===== src/rtl/link_capture.sv =====
// link_capture
//   Receives words from an asynchronous dual-rail delay-insensitive link,
//   synchronizes every rail into the clk domain, decodes the words, and
//   buffers them in a small FIFO. The sender is acknowledged on ack_o.
//
//   ENC = "TP": two-phase signalling. One rail of each bit toggles per word,
//               and ack_o toggles once per accepted word.
//   ENC = "FP": four-phase return-to-zero signalling. A data phase is followed
//               by an all-zero spacer. ack_o rises after capture and falls
//               after the spacer.
//
// Ports
//   clk        sole clock, rising-edge
//   rst        synchronous reset, active-low
//   in         dual-rail link [bit][rail]; rail 1 encodes 1, rail 0 encodes 0
//   ack_o      registered link acknowledge
//   out_data   FIFO head word
//   out_valid  FIFO non-empty
//   out_ready  consumer accepts head (pop on out_valid && out_ready)
//   fifo_level FIFO occupancy
//   word_cnt   words captured since reset (wrapping)
//   stall      complete word waiting on a full FIFO
//   proto_err  sticky protocol-violation flag
module link_capture #(
  parameter         ENC         = "TP",
  parameter int     WIDTH       = 8,
  parameter int     DEPTH       = 4,
  parameter int     ACK_DELAY   = 2,
  parameter int     SYNC_STAGES = 2,
  localparam int    RAIL_NUM    = 2
) (
  input  logic                              clk,
  input  logic                              rst,
  input  logic [WIDTH-1:0][RAIL_NUM-1:0]    in,
  output logic                              ack_o,
  output logic [WIDTH-1:0]                  out_data,
  output logic                              out_valid,
  input  logic                              out_ready,
  output logic [$clog2(DEPTH):0]            fifo_level,
  output logic [31:0]                       word_cnt,
  output logic                              stall,
  output logic                              proto_err
);

  localparam bit IS_FP = (ENC == "FP");
  localparam int AW    = $clog2(DEPTH);
  localparam int LW    = AW + 1;
  localparam int CNT_W = $clog2(ACK_DELAY + 1);

  typedef enum logic [1:0] {WAIT, DELAY, RTZ, RDELAY} state_t;

  state_t                          state, state_nxt;
  logic [CNT_W-1:0]                cnt, cnt_nxt;
  logic                            ack_nxt;
  logic                            push, pop, full, space, in_load;
  logic [WIDTH-1:0][RAIL_NUM-1:0]  sync_p [SYNC_STAGES];
  logic [WIDTH-1:0][RAIL_NUM-1:0]  sin;
  logic [WIDTH-1:0][RAIL_NUM-1:0]  in_state;
  logic [RAIL_NUM-1:0]             delta;
  logic [WIDTH-1:0]                bit_ok, bit_err, word_val;
  logic                            word_complete, any_err, spacer, err_set;
  logic [WIDTH-1:0]                mem [DEPTH];
  logic [AW-1:0]                   wr_ptr, rd_ptr;

  // Stage p0..pN: rail synchronizer chain
  always_ff @(posedge clk) begin
    if (!rst) begin
      for (int s = 0; s < SYNC_STAGES; s++) sync_p[s] <= '0;
    end else begin
      sync_p[0] <= in;
      for (int s = 1; s < SYNC_STAGES; s++) sync_p[s] <= sync_p[s-1];
    end
  end

  assign sin = sync_p[SYNC_STAGES-1];

  // Decode: in two-phase mode a bit is judged on what changed since the last
  // acknowledged word; in four-phase mode on the rail levels themselves.
  // An erroneous bit (both rails) is never "ok", so it blocks completion.
  always_comb begin
    bit_ok   = '0;
    bit_err  = '0;
    word_val = '0;
    delta    = '0;
    for (int i = 0; i < WIDTH; i++) begin
      delta       = IS_FP ? sin[i] : (sin[i] ^ in_state[i]);
      bit_ok[i]   = (delta == 2'b01) || (delta == 2'b10);
      bit_err[i]  = (delta == 2'b11);
      word_val[i] = delta[1];
    end
  end

  assign word_complete = &bit_ok;
  assign any_err       = |bit_err;
  assign spacer        = (sin == '0);

  // FIFO status; a pop in the same cycle frees the slot a push needs
  assign full      = (fifo_level == LW'(DEPTH));
  assign out_valid = (fifo_level != '0);
  assign pop       = out_valid && out_ready;
  assign space     = !full || pop;
  assign out_data  = mem[rd_ptr];

  // Handshake FSM: next state and outputs
  always_comb begin
    state_nxt = state;
    cnt_nxt   = cnt;
    ack_nxt   = ack_o;
    push      = 1'b0;
    in_load   = 1'b0;
    stall     = 1'b0;
    case (state)
      WAIT: begin
        if (word_complete) begin
          if (space) begin
            push      = 1'b1;
            cnt_nxt   = CNT_W'(ACK_DELAY - 1);
            state_nxt = DELAY;
          end else begin
            stall = 1'b1;
          end
        end
      end
      DELAY: begin
        if (cnt == '0) begin
          if (IS_FP) begin
            ack_nxt   = 1'b1;
            state_nxt = RTZ;
          end else begin
            ack_nxt   = ~ack_o;
            in_load   = 1'b1;
            state_nxt = WAIT;
          end
        end else begin
          cnt_nxt = cnt - CNT_W'(1);
        end
      end
      RTZ: begin
        if (spacer) begin
          cnt_nxt   = CNT_W'(ACK_DELAY - 1);
          state_nxt = RDELAY;
        end
      end
      RDELAY: begin
        if (cnt == '0) begin
          ack_nxt   = 1'b0;
          state_nxt = WAIT;
        end else begin
          cnt_nxt = cnt - CNT_W'(1);
        end
      end
      default: state_nxt = WAIT;
    endcase
  end

  // Two-phase violations only count while a word is being judged against
  // in_state; four-phase violations count at any time.
  assign err_set = any_err && (IS_FP || (state == WAIT) || (state == DELAY));

  // Handshake FSM: state register and control
  always_ff @(posedge clk) begin
    if (!rst) begin
      state     <= WAIT;
      cnt       <= '0;
      ack_o     <= 1'b0;
      in_state  <= '0;
      word_cnt  <= '0;
      proto_err <= 1'b0;
    end else begin
      state <= state_nxt;
      cnt   <= cnt_nxt;
      ack_o <= ack_nxt;
      if (in_load) in_state  <= sin;
      if (push)    word_cnt  <= word_cnt + 32'd1;
      if (err_set) proto_err <= 1'b1;
    end
  end

  // FIFO storage
  always_ff @(posedge clk) begin
    if (push) mem[wr_ptr] <= word_val;
  end

  // FIFO pointers and level
  always_ff @(posedge clk) begin
    if (!rst) begin
      wr_ptr     <= '0;
      rd_ptr     <= '0;
      fifo_level <= '0;
    end else begin
      if (push) wr_ptr <= wr_ptr + AW'(1);
      if (pop)  rd_ptr <= rd_ptr + AW'(1);
      case ({push, pop})
        2'b10:   fifo_level <= fifo_level + LW'(1);
        2'b01:   fifo_level <= fifo_level - LW'(1);
        default: fifo_level <= fifo_level;
      endcase
    end
  end

endmodule


===== config.mk =====
export PLATFORM = sky130hd
export DESIGN_NAME = link_capture
export DESIGN_NICKNAME = d
export VERILOG_FILES = /design/src/rtl/link_capture.sv
export SDC_FILE = /design/constraint.sdc
export NUM_CORES = 1
export LEC_CHECK = 0
export ABC_AREA = 1
export CAP_MARGIN = 5
export CORE_ASPECT_RATIO = 1.2
export CORE_MARGIN = 8
export CORE_UTILIZATION = 25
export DETAILED_ROUTE_END_ITERATION = 16
export HOLD_SLACK_MARGIN = 0.12
export PLACE_DENSITY_LB_ADDON = 0.15
export SETUP_SLACK_MARGIN = 0.05
export SYNTH_ARGS = -nofsm -noshare
export SYNTH_HDL_FRONTEND = slang
export SYNTH_SLANG_ARGS = --single-unit

===== constraint.sdc =====
create_clock -name clk -period 2.3 [get_ports clk]
set_clock_uncertainty 0.05 [all_clocks]
set_input_delay 0.46 -clock clk [delete_from_list [all_inputs] [get_ports clk]]
set_output_delay 0.46 -clock clk [all_outputs]
set_load 0.02 [all_outputs]

Word-level counts from Yosys, hierarchy flattened:

Memories as Yosys holds them, arrays and structs flattened. A register that Yosys moved wholly into a read port is not among the register bits.
Cells that the tools add are included.

* logic and storage cells: 125
* memory bits (read-only): 0
* register bits after elaboration: 61
* input port bits: 19
* RAM bits: 64
* memories: 2
* output and inout port bits: 47
* latch bits: 0

* bitwise gates (word level): 11
* add/subtract/negate cells: 6
* multipliers: 0
* $lt $le $gt $ge: 0
* mux-type cells: 28
* div/mod/pow operators: 0
* equal/unequal tests: 37
* reductions and logical operators: 25
* shifts and indexed selects: 0

Memories
* mem: depth 4, width 8, read ports 1, clocked after memory_dff 1, wr ports 1, RTL line 62 `logic [WIDTH-1:0] mem [DEPTH];`
* sync_p: depth 2, width 16, read ports 2, clocked after memory_dff 0, wr ports 2, RTL line 56 `logic [WIDTH-1:0][RAIL_NUM-1:0] sync_p [SYNC_STAGES];`

Operators by type and width (number)
* == test 2 bit (second input constant): 19
* adder 32 x 1 -> 32 bit (second input constant): 1
* two-way mux 16 bit: 2
* == test 2 x 1 -> 1 bit (second input constant): 10
* logical NOT 16 bit: 1
* two-way mux 2 bit: 8
* bitwise XOR 2 bit: 8
* two-way mux 1 bit: 14
* != test 2 bit (second input constant): 6
* one-hot mux 2 bit (3 select lines): 2
* logical OR 1 bit: 10
* AND reduction 4 bit: 2
* AND reduction 8 bit: 1
* OR reduction 8 bit: 1
* one-hot mux 3 bit (2 select lines): 1
* adder 2 x 1 -> 2 bit (second input constant): 2
* logical NOT 2 bit: 2
* nonzero test 2 bit: 2
* adder 3 x 1 -> 3 bit (second input constant): 1
* == test 3 bit (second input constant): 1
* AND reduction 3 bit: 1
* nonzero test 3 bit: 1
* subtractor 3 x 1 -> 3 bit (second input constant): 1
* logical AND 1 bit: 2
* 7 further kinds: 8

Logic depth before layout (Yosys ltp):

* depth after elaboration: 8
* mapped depth: 13
* mapped depth without buffers: 12

Worst setup path after synthesis:

Ideal clock, no wire load.

* path kind: register to register
* start: memory sync_p[0][19] (netlist name)
* end: register fifo_level[2]
* arrival: 2.301 ns
* buffers on the path: 1
* setup slack: -0.173 ns
* cell stages (with the launch flop): 14
* setup time: 0.122 ns
* cells stage by stage: dfxtp_1 xor2_1 ha_1 nand2_1 nor2_2 nand4_2 buf_4 ha_1 inv_1 fa_1 a21oi_1 o21ai_0 o21ai_0 a21oi_1

RTL lines
* from (decl): RTL line 56
* to (signal assigned): RTL line 194 `2'b10: fifo_level <= fifo_level + LW'(1);`
* to (signal assigned): RTL line 195 `2'b01: fifo_level <= fifo_level - LW'(1);`
* to (signal assigned): RTL line 196 `default: fifo_level <= fifo_level;`
* to (decl): RTL line 39 `output logic [$clog2(DEPTH):0] fifo_level,`

==> metrics <==
status=completed; Most common cell on crit path=nor2_4; HPWL reported at the end of detailed placement=10.0 mm; vias in the first global route=approximately 4.6k; max incr delay on CP=approximately 0.33 ns; grt ovf=0; Crit path max-delay family=simple AND/OR/NAND/NOR gates; dominant synthesized flop cell=dfxtp_1; final period utilization=0.998; Max Slew Vio Count=0; # port buffers=65; combinational power share=0.032; syn avg cell area=approximately 8 µm²; IO Count=66; Fill cells=roughly 2.3k; Clk pin slew, worst setup/hold paths=~0.06 ns; area grow syn2layout=38.0%; CP required=~1.8 ns; Worst Path Buf+Inv=1; Die Y-Extent=between 150 and 200 µm; drt wl/cell=approximately 13 µm; clock power share=0.526; final hold violations=0; Arrival @ worst endpoint=approximately 1.8 ns; DR vias=between 4k and 5k; Seq pwr share=0.441; worst slew pin tran=approximately 0.58 ns; Die X=about 150 µm; slowest CP cell=dfxtp_2; sequential area share after synthesis=0.513; Slew HR=0.612; Fmax=roughly 440 MHz; P_sw=about 0.0011 W; Cells after Synth=between 600 and 700; Placer Congestion=about 0.74; CTS max path bufs=2; Critical Path Sink=stall; global-route wire length before repair=approximately 23 mm; Setup Viol. Count Final=0; Clock Root Buffer=clkbuf_16; Layout Nets=between 800 and 900; All-Layer GR Usage=0.107; cts hold-fix bufs=0; CP Launch Type=flop; worst path cell trace=xor2_2, ha_1, nand2_2, nor2_4, nand3_4, nor2_4, buf_6; critical path class=flop to primary output; Critical Path Start=sync_p[0][27]; Min-Delay Path Class=input pin to flop; worst vdd ir=roughly 0.00050 V; Sw Ratio=0.212; leakage=between 3 and 4 nW; final setup margin=roughly 0.0056 ns; DRT Wirelength=~14 mm; Crit path depth=7; Synth Cell Area=around 5600 µm²; H-tree levels=4; fraction of layout cells with a size suffix above 1=0.188; minimum clock period=~2.3 ns; YS warnings=0; Seq cells post-synth=127; Crit Path Max Fanout=2; FF-to-FF setup slack=roughly 0.070 ns; initial antenna violation count=0; crit end category=primary output; RSZ-0062 raised after global routing=yes; Max-Cap Viols=0; DRT Pass-1 Iters=4; commonest non-fill, non-tap cells in the layout=nor2_1, nand2_1, inv_1, dfxtp_1, clkdlybuf4s50_1; Skew-Pair Late Insertion Delay=0.41 ns; die area=27,400 µm²; Setup Total Neg Slack=0 ns; worst reg2reg path endpoint=fifo_level[2]; Placed Instances=roughly 1.1k; post-route ant nets=0; DR vias/cell=~4.1; Setup WS pre-CTS=-0.242 ns; Row Count=60; Util after Layout=0.348; number of DRC markers in iteration 0=216; EDFF count, synth=32; largest net degree at the start of global routing=49; ANT cells=0; Pwr per Cell Area=between 600 and 700 nW/µm²; CTS Buf Count=17; commonest non-fill, non-tap cell in the layout=nor2_1; ys async rst share=0; Starting Density=0.252; syn nets=730; CTS tree=built; Reg2Reg Launch Point=in_state[15]; Internal Dissipation=0.00416 W; Final Non-Filler Cells=~1.1k; Unique masters post-synth=32; Post-route DRC=0; core region area=between 20,000 and 25,000 µm²; CTS Sinks=127; FF-to-FF path depth=13
## worst min-delay path: stages
cell and delay (ns):
buf_2 0.18, nand2_1 0.09, nor2_1 0.03
## synthesized netlist by cell type, types with 3 or more instances
| cell type | number | share of area |
|---|---|---|
| buf_2 | 4 | 0.0036 |
| nand2_1 | 124 | 0.083 |
| dfxtp_1 | 95 | 0.34 |
| o21ai_0 | 43 | 0.039 |
| xor2_1 | 19 | 0.030 |
| nor2_4 | 4 | 0.0081 |
| a21oi_1 | 24 | 0.022 |
| o22ai_1 | 8 | 0.0090 |
| edfxtp_1 | 32 | 0.17 |
| nor2_2 | 14 | 0.016 |
| nand4_1 | 11 | 0.012 |
| nor2_1 | 131 | 0.088 |
| clkbuf_1 | 10 | 0.0067 |
| nor3_1 | 18 | 0.016 |
| buf_4 | 4 | 0.0054 |
| inv_1 | 92 | 0.062 |
| ha_1 | 15 | 0.034 |
| nand2_2 | 3 | 0.0034 |
| nand3_1 | 28 | 0.025 |
| nand3_2 | 4 | 0.0072 |
## repair_timing
item | 4_1_cts | 5_1_grt
pin swaps | 7 | 21
gates resized for setup | 26 | 24
buffers inserted | 0 | 6
setup endpoints to repair | 11 | 39
## how the worst min path moves through the flow
stage | start | to | depth (start not counted)
3_5_place_dp | sync_p[0][0] | sync_p[0][16] | 2
6_report | rst | word_cnt[30] | 3
3_3_place_gp | sync_p[0][0] | sync_p[0][16] | 2
5_1_grt | rst | word_cnt[28] | 3
4_1_cts | rst | word_cnt[30] | 3
2_1_floorplan | sync_p[0][1] | sync_p[0][17] | 2
## kinds of logic after synthesis
family                     Yosys count  share of synthesized area
AOI/OAI and AO/OA                   78                     0.0731
xor gates and xnor gates            20                     0.0314
adders and majority gates           16                     0.0372
buffers and inverters              113                     0.0796
DFF                                127                      0.513
and+or+nand+nor                    341                      0.266
## layer usage
metal  vias to the layer above  wire length, µm  GRT usage
met5                         -                0          0
met4                         0              251     0.0457
met3                        16              460     0.0259
met2                        57             6430      0.171
met1                      2061             6680      0.134
li1                       2445                -          -
## per-stage QoR
| step | hold WS (ns) | instance area, µm² | power [W] |
|---|---|---|---|
| final | 0.337 | 7700 | 0.00528 |
| after global routing | 0.350 | 7700 | 0.00548 |
| after CTS | 0.335 | 7600 | 0.00536 |
| after detailed placement | 0.348 | 6950 | 0.00254 |
| after global placement | 0.349 | 6950 | 0.00254 |
| after floorplan | 0.340 | 5680 | 0.00245 |
## cell type report
type | instances | area (µm²) | area share
clock inverters | 10 | 124 | 0.0161
inverters | 94 | 355 | 0.0461
well taps | 279 | 349 | 0.0453
multi-input cells | 455 | 2420 | 0.314
clock buffers | 21 | 493 | 0.0640
repair buffers | 118 | 1070 | 0.139
flip-flops and latches | 127 | 2890 | 0.375
## power by group through the flow
stage | Sequential (W) | Clock, W | Combinational, W
6_report | 0.00233 | 0.00278 | 0.000171
5_1_grt | 0.00233 | 0.00295 | 0.000196
4_1_cts | 0.00233 | 0.00286 | 0.000168
3_5_place_dp | 0.00238 | 0 | 0.000166
3_3_place_gp | 0.00238 | 0 | 0.000167
2_1_floorplan | 0.00238 | 0 | 0.0000723
## flip-flops by register name, indices dropped and copies added, names as in the netlist, named ones only
| name | count |
|---|---|
| mem | 32 |
| sync_p | 32 |
| word_cnt | 32 |
| in_state | 16 |
| fifo_level | 3 |
| cnt | 2 |
| rd_ptr | 2 |
| state | 2 |
| wr_ptr | 2 |
| ack_o | 1 |
| proto_err | 1 |
(Power assumes the default switching activity.)
